$ cat src/rtl/aes_pkg.sv
// Shared AES definitions for the key-schedule slice.
//   NR      : number of AES-128 rounds (only 10 is supported)
//   state_t : key-schedule FSM state encoding
//   rcon()  : round constant lookup, k = 1..10, zero otherwise
package aes_pkg;

    localparam int NR = 10;

    typedef enum logic [1:0] {
        ST_IDLE   = 2'd0,
        ST_EXPAND = 2'd1,
        ST_READY  = 2'd2
    } state_t;

    function automatic logic [7:0] rcon(input logic [3:0] k);
        logic [7:0] rc;
        case (k)
            4'd1:    rc = 8'h01;
            4'd2:    rc = 8'h02;
            4'd3:    rc = 8'h04;
            4'd4:    rc = 8'h08;
            4'd5:    rc = 8'h10;
            4'd6:    rc = 8'h20;
            4'd7:    rc = 8'h40;
            4'd8:    rc = 8'h80;
            4'd9:    rc = 8'h1b;
            4'd10:   rc = 8'h36;
            default: rc = 8'h00;
        endcase
        return rc;
    endfunction

endpackage

$ cat src/rtl/aes_sbox.sv
// AES forward S-box, purely combinational.
//   in_byte  : byte to substitute
//   out_byte : SubBytes(in_byte)
// Computed as GF(2^8) inverse (x^254, so 0 maps to 0) followed by the
// AES affine transform, instead of a 256-entry table.
module aes_sbox (
    input  logic [7:0] in_byte,
    output logic [7:0] out_byte
);

    localparam logic [7:0] AFFINE_C = 8'h63;

    function automatic logic [7:0] gf_mul(input logic [7:0] a, input logic [7:0] b);
        logic [7:0] p;
        logic [7:0] aa;
        p  = 8'h00;
        aa = a;
        for (int i = 0; i < 8; i++) begin
            if (b[i]) p = p ^ aa;
            aa = {aa[6:0], 1'b0} ^ (aa[7] ? 8'h1b : 8'h00);
        end
        return p;
    endfunction

    logic [7:0] inv_byte;

    // x^254 = x^2 * x^4 * ... * x^128
    always_comb begin
        logic [7:0] sq;
        logic [7:0] acc;
        sq  = in_byte;
        acc = 8'h01;
        for (int i = 1; i < 8; i++) begin
            sq  = gf_mul(sq, sq);
            acc = gf_mul(acc, sq);
        end
        inv_byte = acc;
    end

    generate
        for (genvar gi = 0; gi < 8; gi++) begin : g_affine
            assign out_byte[gi] = inv_byte[gi]
                                ^ inv_byte[(gi + 4) % 8]
                                ^ inv_byte[(gi + 5) % 8]
                                ^ inv_byte[(gi + 6) % 8]
                                ^ inv_byte[(gi + 7) % 8]
                                ^ AFFINE_C[gi];
        end
    endgenerate

endmodule

$ cat src/rtl/aes_inv_key_schedule.sv
// AES-128 key schedule that expands forward to the last round key and then
// walks backwards one round key per step, for use by a decryption datapath.
//   clk        : clock, rising edge
//   rst_n      : asynchronous active-low reset
//   load       : capture cipher_key and start forward expansion (wins over step)
//   cipher_key : AES-128 key, w0 = [127:96] .. w3 = [31:0]
//   step       : move to the previous round key (READY only, ignored at index 0)
//   round_key  : current round key (registered)
//   key_idx    : round index of round_key, 0..10
//   key_ready  : round_key is usable (READY)
//   busy       : forward expansion in progress (EXPAND)
module aes_inv_key_schedule #(
    parameter int NR = 10
) (
    input  logic         clk,
    input  logic         rst_n,
    input  logic         load,
    input  logic [127:0] cipher_key,
    input  logic         step,
    output logic [127:0] round_key,
    output logic [3:0]   key_idx,
    output logic         key_ready,
    output logic         busy
);

    import aes_pkg::*;

    state_t         state_reg;
    logic [127:0]   key_reg;
    logic [3:0]     idx_reg;

    logic [31:0]    w0, w1, w2, w3;
    logic [31:0]    sbox_in, sbox_out, g_word;
    logic [3:0]     rc_idx;
    logic [127:0]   fwd_key, inv_key;
    logic           in_ready;

    assign {w0, w1, w2, w3} = key_reg;
    assign in_ready         = (state_reg == ST_READY);

    // In READY key_reg holds {w4,w5,w6,w7}; the word feeding g when going
    // backwards is the recovered w3 = w7 ^ w6, so the S-boxes are shared.
    assign sbox_in = in_ready ? (w3 ^ w2) : w3;

    generate
        for (genvar gi = 0; gi < 4; gi++) begin : g_sbox
            aes_sbox u_sbox (
                .in_byte  (sbox_in[8*gi +: 8]),
                .out_byte (sbox_out[8*gi +: 8])
            );
        end
    endgenerate

    // Forward uses rcon of the key being produced, inverse the key being undone.
    assign rc_idx = in_ready ? idx_reg : (idx_reg + 4'd1);
    // SubWord commutes with RotWord, so rotate after substitution.
    assign g_word = {sbox_out[23:0], sbox_out[31:24]} ^ {rcon(rc_idx), 24'h000000};

    always_comb begin
        logic [31:0] f4, f5, f6, f7;
        f4      = w0 ^ g_word;
        f5      = w1 ^ f4;
        f6      = w2 ^ f5;
        f7      = w3 ^ f6;
        fwd_key = {f4, f5, f6, f7};
        inv_key = {w0 ^ g_word, w1 ^ w0, w2 ^ w1, w3 ^ w2};
    end

    always_ff @(posedge clk or negedge rst_n) begin
        if (!rst_n) begin
            state_reg <= ST_IDLE;
            key_reg   <= '0;
            idx_reg   <= '0;
        end else if (load) begin
            state_reg <= ST_EXPAND;
            key_reg   <= cipher_key;
            idx_reg   <= '0;
        end else begin
            case (state_reg)
                ST_EXPAND: begin
                    key_reg <= fwd_key;
                    idx_reg <= idx_reg + 4'd1;
                    if (idx_reg == 4'(NR - 1)) state_reg <= ST_READY;
                end
                ST_READY: begin
                    if (step && (idx_reg != 4'd0)) begin
                        key_reg <= inv_key;
                        idx_reg <= idx_reg - 4'd1;
                    end
                end
                default: ;
            endcase
        end
    end

    assign round_key = key_reg;
    assign key_idx   = idx_reg;
    assign key_ready = in_ready;
    assign busy      = (state_reg == ST_EXPAND);

endmodule

$ cat config.mk
export PLATFORM = sky130hd
export DESIGN_NAME = aes_inv_key_schedule
export DESIGN_NICKNAME = d
export VERILOG_FILES = /design/src/rtl/aes_pkg.sv /design/src/rtl/aes_sbox.sv /design/src/rtl/aes_inv_key_schedule.sv
export SDC_FILE = /design/constraint.sdc
export NUM_CORES = 2
export LEC_CHECK = 0
export ABC_AREA = 0
export CAP_MARGIN = 15
export CORE_MARGIN = 2
export CORE_UTILIZATION = 40
export DETAILED_ROUTE_END_ITERATION = 16
export PLACE_DENSITY = 0.57
export SETUP_SLACK_MARGIN = 0.15
export SYNTH_ARGS = -nofsm -noshare
export SYNTH_HDL_FRONTEND = slang
export SYNTH_SLANG_ARGS = --single-unit
$ cat constraint.sdc
create_clock -name clk -period 21.3 [get_ports clk]
set_clock_uncertainty 0.1 [all_clocks]
set_input_delay 4.26 -clock clk [delete_from_list [all_inputs] [get_ports clk]]
set_output_delay 4.26 -clock clk [all_outputs]
set_load 0.05 [all_outputs]
==> impl_metrics.csv <==
group,metric,value,unit
logic_synthesis,synth_nets,8863,
die,die_x,416,µm
placement,port_buffers,265,
setup_path,rr_endpoint,"round_key[83]",
logic_synthesis,synth_area_per_cell,7.82,µm²
global_route,grt_overflow,0,
setup_path,cp_data_required_time,21.58,ns
logic_synthesis,ys_types,120,
cts,path_clk_slew,0.07,ns
cts,cts.sinks,134,
cts,root_buffer,"clkbuf_16",
sta,hold_viol_final,0,
final_layout,num-nets-final,8831,
cts,cts_tree,"done",
cts,cts_resized,0,
global_route,antenna_found_initial,4,
sta,fmax,49.5,MHz
route,drt_pass1_iterations,6,
logic_synthesis,syn_area,0.0680,mm²
logic_synthesis,yosysWarnings,0,
die,die-area,0.173,mm²
die,ios,266,
final_layout,final_util,43.8,%
setup_path,crit_arrival,20.48,ns
min_path,holdPathStages,2,
cts,cts.path.max_buffers,2,
min_path,min_to,"key_idx[1]",
min_path,hp-start,"key_idx[1]",
final_layout,area_growth,8.93,%
global_route,grt_pass1_wl,354,mm
sta,period_minus_slack,20.20,ns
setup_path,crit_fanout,37,
flow_run,drv_cap,0,
logic_synthesis,synth-edff-count,0,
global_route,first_global_vias,59700,
die,die_y,416,µm
setup_path,r2r_setup_slack,1.10,ns
sta,hold_ws,0.540,ns
sta,relSlewSlack,21.3,%
route,via_per_inst,5.77,
setup_path,startpoint_type,"flip-flop",
logic_synthesis,ys.flop_type,"dfrtp_1",
placement,gp_congestion,0.907,
final_layout,drive_above_1_share,8.55,%
logic_synthesis,yosysTopAreaCell,"xnor2_1",
sta,setup-tns-final,0,ns
logic_synthesis,synthTopCellsByArea,"xnor2_1 21%, xnor3_1 15%, xor2_1 6.7%",
logic_synthesis,yosys.area.top_type_share,20.5,%
setup_path,rr_worst_depth,55,
global_route,grt_max_degree,106,
final_layout,largest_reg_flops,128,
logic_synthesis,ys_ff_latch,134,
sta,rsz0062_at_grt,"no",
cts,post_cts_buffers,0,
die,design.core.area,0.169,mm²
setup_path,crit-reg2reg-launch,"state_reg[1]",
outcome,status,"completed",
route,drc,0,
final_layout,mostFrequentLayoutCell,"xnor2_1",
setup_path,worst_setup_path_end_kind,"flip-flop",
logic_synthesis,ys_seq_area_share,4.93,%
setup_path,cp_slowest_cell,"xnor2_1",
sta,fin_crit_sh,94.8,%
setup_path,path_class,"reg -> reg",
sta,slew_violations,0,
placement,post-dp-hpwl,169,mm
cts,numCtsBuffers,17,
setup_path,slowest_delay,0.80,ns
global_route,grt.total_usage,25.1,%
setup_path,timing.critical_path.mode_cell,"xnor3_1",
cts,clk_latency,0.50,ns
route,ant_nets,0,
route,routed_wl,226,mm
route,wl_per_cell,20.8,µm
sta,setup_viol,0,
die,start_util,40.2,%
logic_synthesis,synth_cells,8705,
die,rows,151,
cts,hold_buffers,0,
sta,tightestPinTransition,1.17,ns
logic_synthesis,ys_async_sr_fraction,100,%
route,initialDrtViolationCount,5145,
route,vias,63000,
min_path,hold_path_class,"reg -> reg",
final_layout,layout_common_cells,"1,556 x xnor2_1, 1,208 x nor2_1, 836 x nand2_1, 510 x xor2_1, 484 x a21oi_1",
cts,cts_max_level,4,
==> worst max path at each step <==
stage | slack, ns | cells past startpoint | end | from
floorplan | 4.29 | 60 | round_key[27] | round_key[48]
global placement | 1.06 | 55 | round_key[80] | state_reg[1]
detailed placement | 0.99 | 55 | round_key[80] | state_reg[1]
CTS | 0.93 | 55 | round_key[80] | state_reg[1]
global route | 0.13 | 59 | round_key[56] | state_reg[0]
finish | 1.10 | 55 | round_key[83] | state_reg[1]
==> logic make-up after synthesis <==
family | count (synthesis) | synth area share [%]
simple gates | 2927 | 19.0
flops | 134 | 4.93
buf+inv | 690 | 4.23
mux | 363 | 5.64
compound gates | 1772 | 16.6
fa+ha+maj | 27 | 0.493
xor+xnor | 2792 | 49.0
==> synth_stat cells, drive strengths merged (131+ instances only) <==
| cell type | count |
|---|---|
| a21oi | 490 |
| buf | 205 |
| clkbuf | 394 |
| dfrtp | 134 |
| mux2 | 131 |
| mux2i | 230 |
| nand2 | 838 |
| nand3 | 171 |
| nor2 | 1212 |
| nor3 | 238 |
| o21ai | 465 |
| xnor2 | 1681 |
| xnor3 | 474 |
| xor2 | 558 |
==> per-stage QoR <==
step	worst slack [ns]	instance area [µm²]	instances
finish	1.10	74100	10900
global route	0.130	74100	10900
CTS	0.929	74000	10900
detailed placement	0.995	73400	10900
global placement	1.06	73400	10900
floorplan	4.29	68000	8705
==> area by class of cell <==
cell class,count,area (µm²)
Fill cell,17000,95000
Clock inverter,13,161
Multi-Input combinational cell,7881,62200
Clock buffer,19,443
Antenna cell,4,10.0
Timing Repair Buffer,548,4780
Sequential cell,134,3350
Tap cell,2218,2780
Inverter,91,344
==> critical path, delay by kind of cell, from the launching register on <==
kind | cells | cell delay, ns
xor gates and xnor gates | 25 | 10.98
muxes | 3 | 0.99
and+or+nand+nor | 11 | 2.44
AOI/OAI and AO/OA | 7 | 1.17
DFF | 1 | 0.69
adders and majority gates | 3 | 1.53
buffers and inverters | 6 | 2.09
==> routing by layer <==
| layer | GRT usage, % | vias to the layer above | share of wire (%) |
|---|---|---|---|
| li1 | - | 30100 | - |
| met1 | 32.5 | 30600 | 43 |
| met2 | 44.0 | 2003 | 49 |
| met3 | 1.20 | 304 | 4.2 |
| met4 | 9.76 | 0 | 3.9 |
| met5 | 0 | - | 0 |
Power is not shown: default switching activity piles up to over one toggle a cycle in this logic, so the estimate is an artifact.
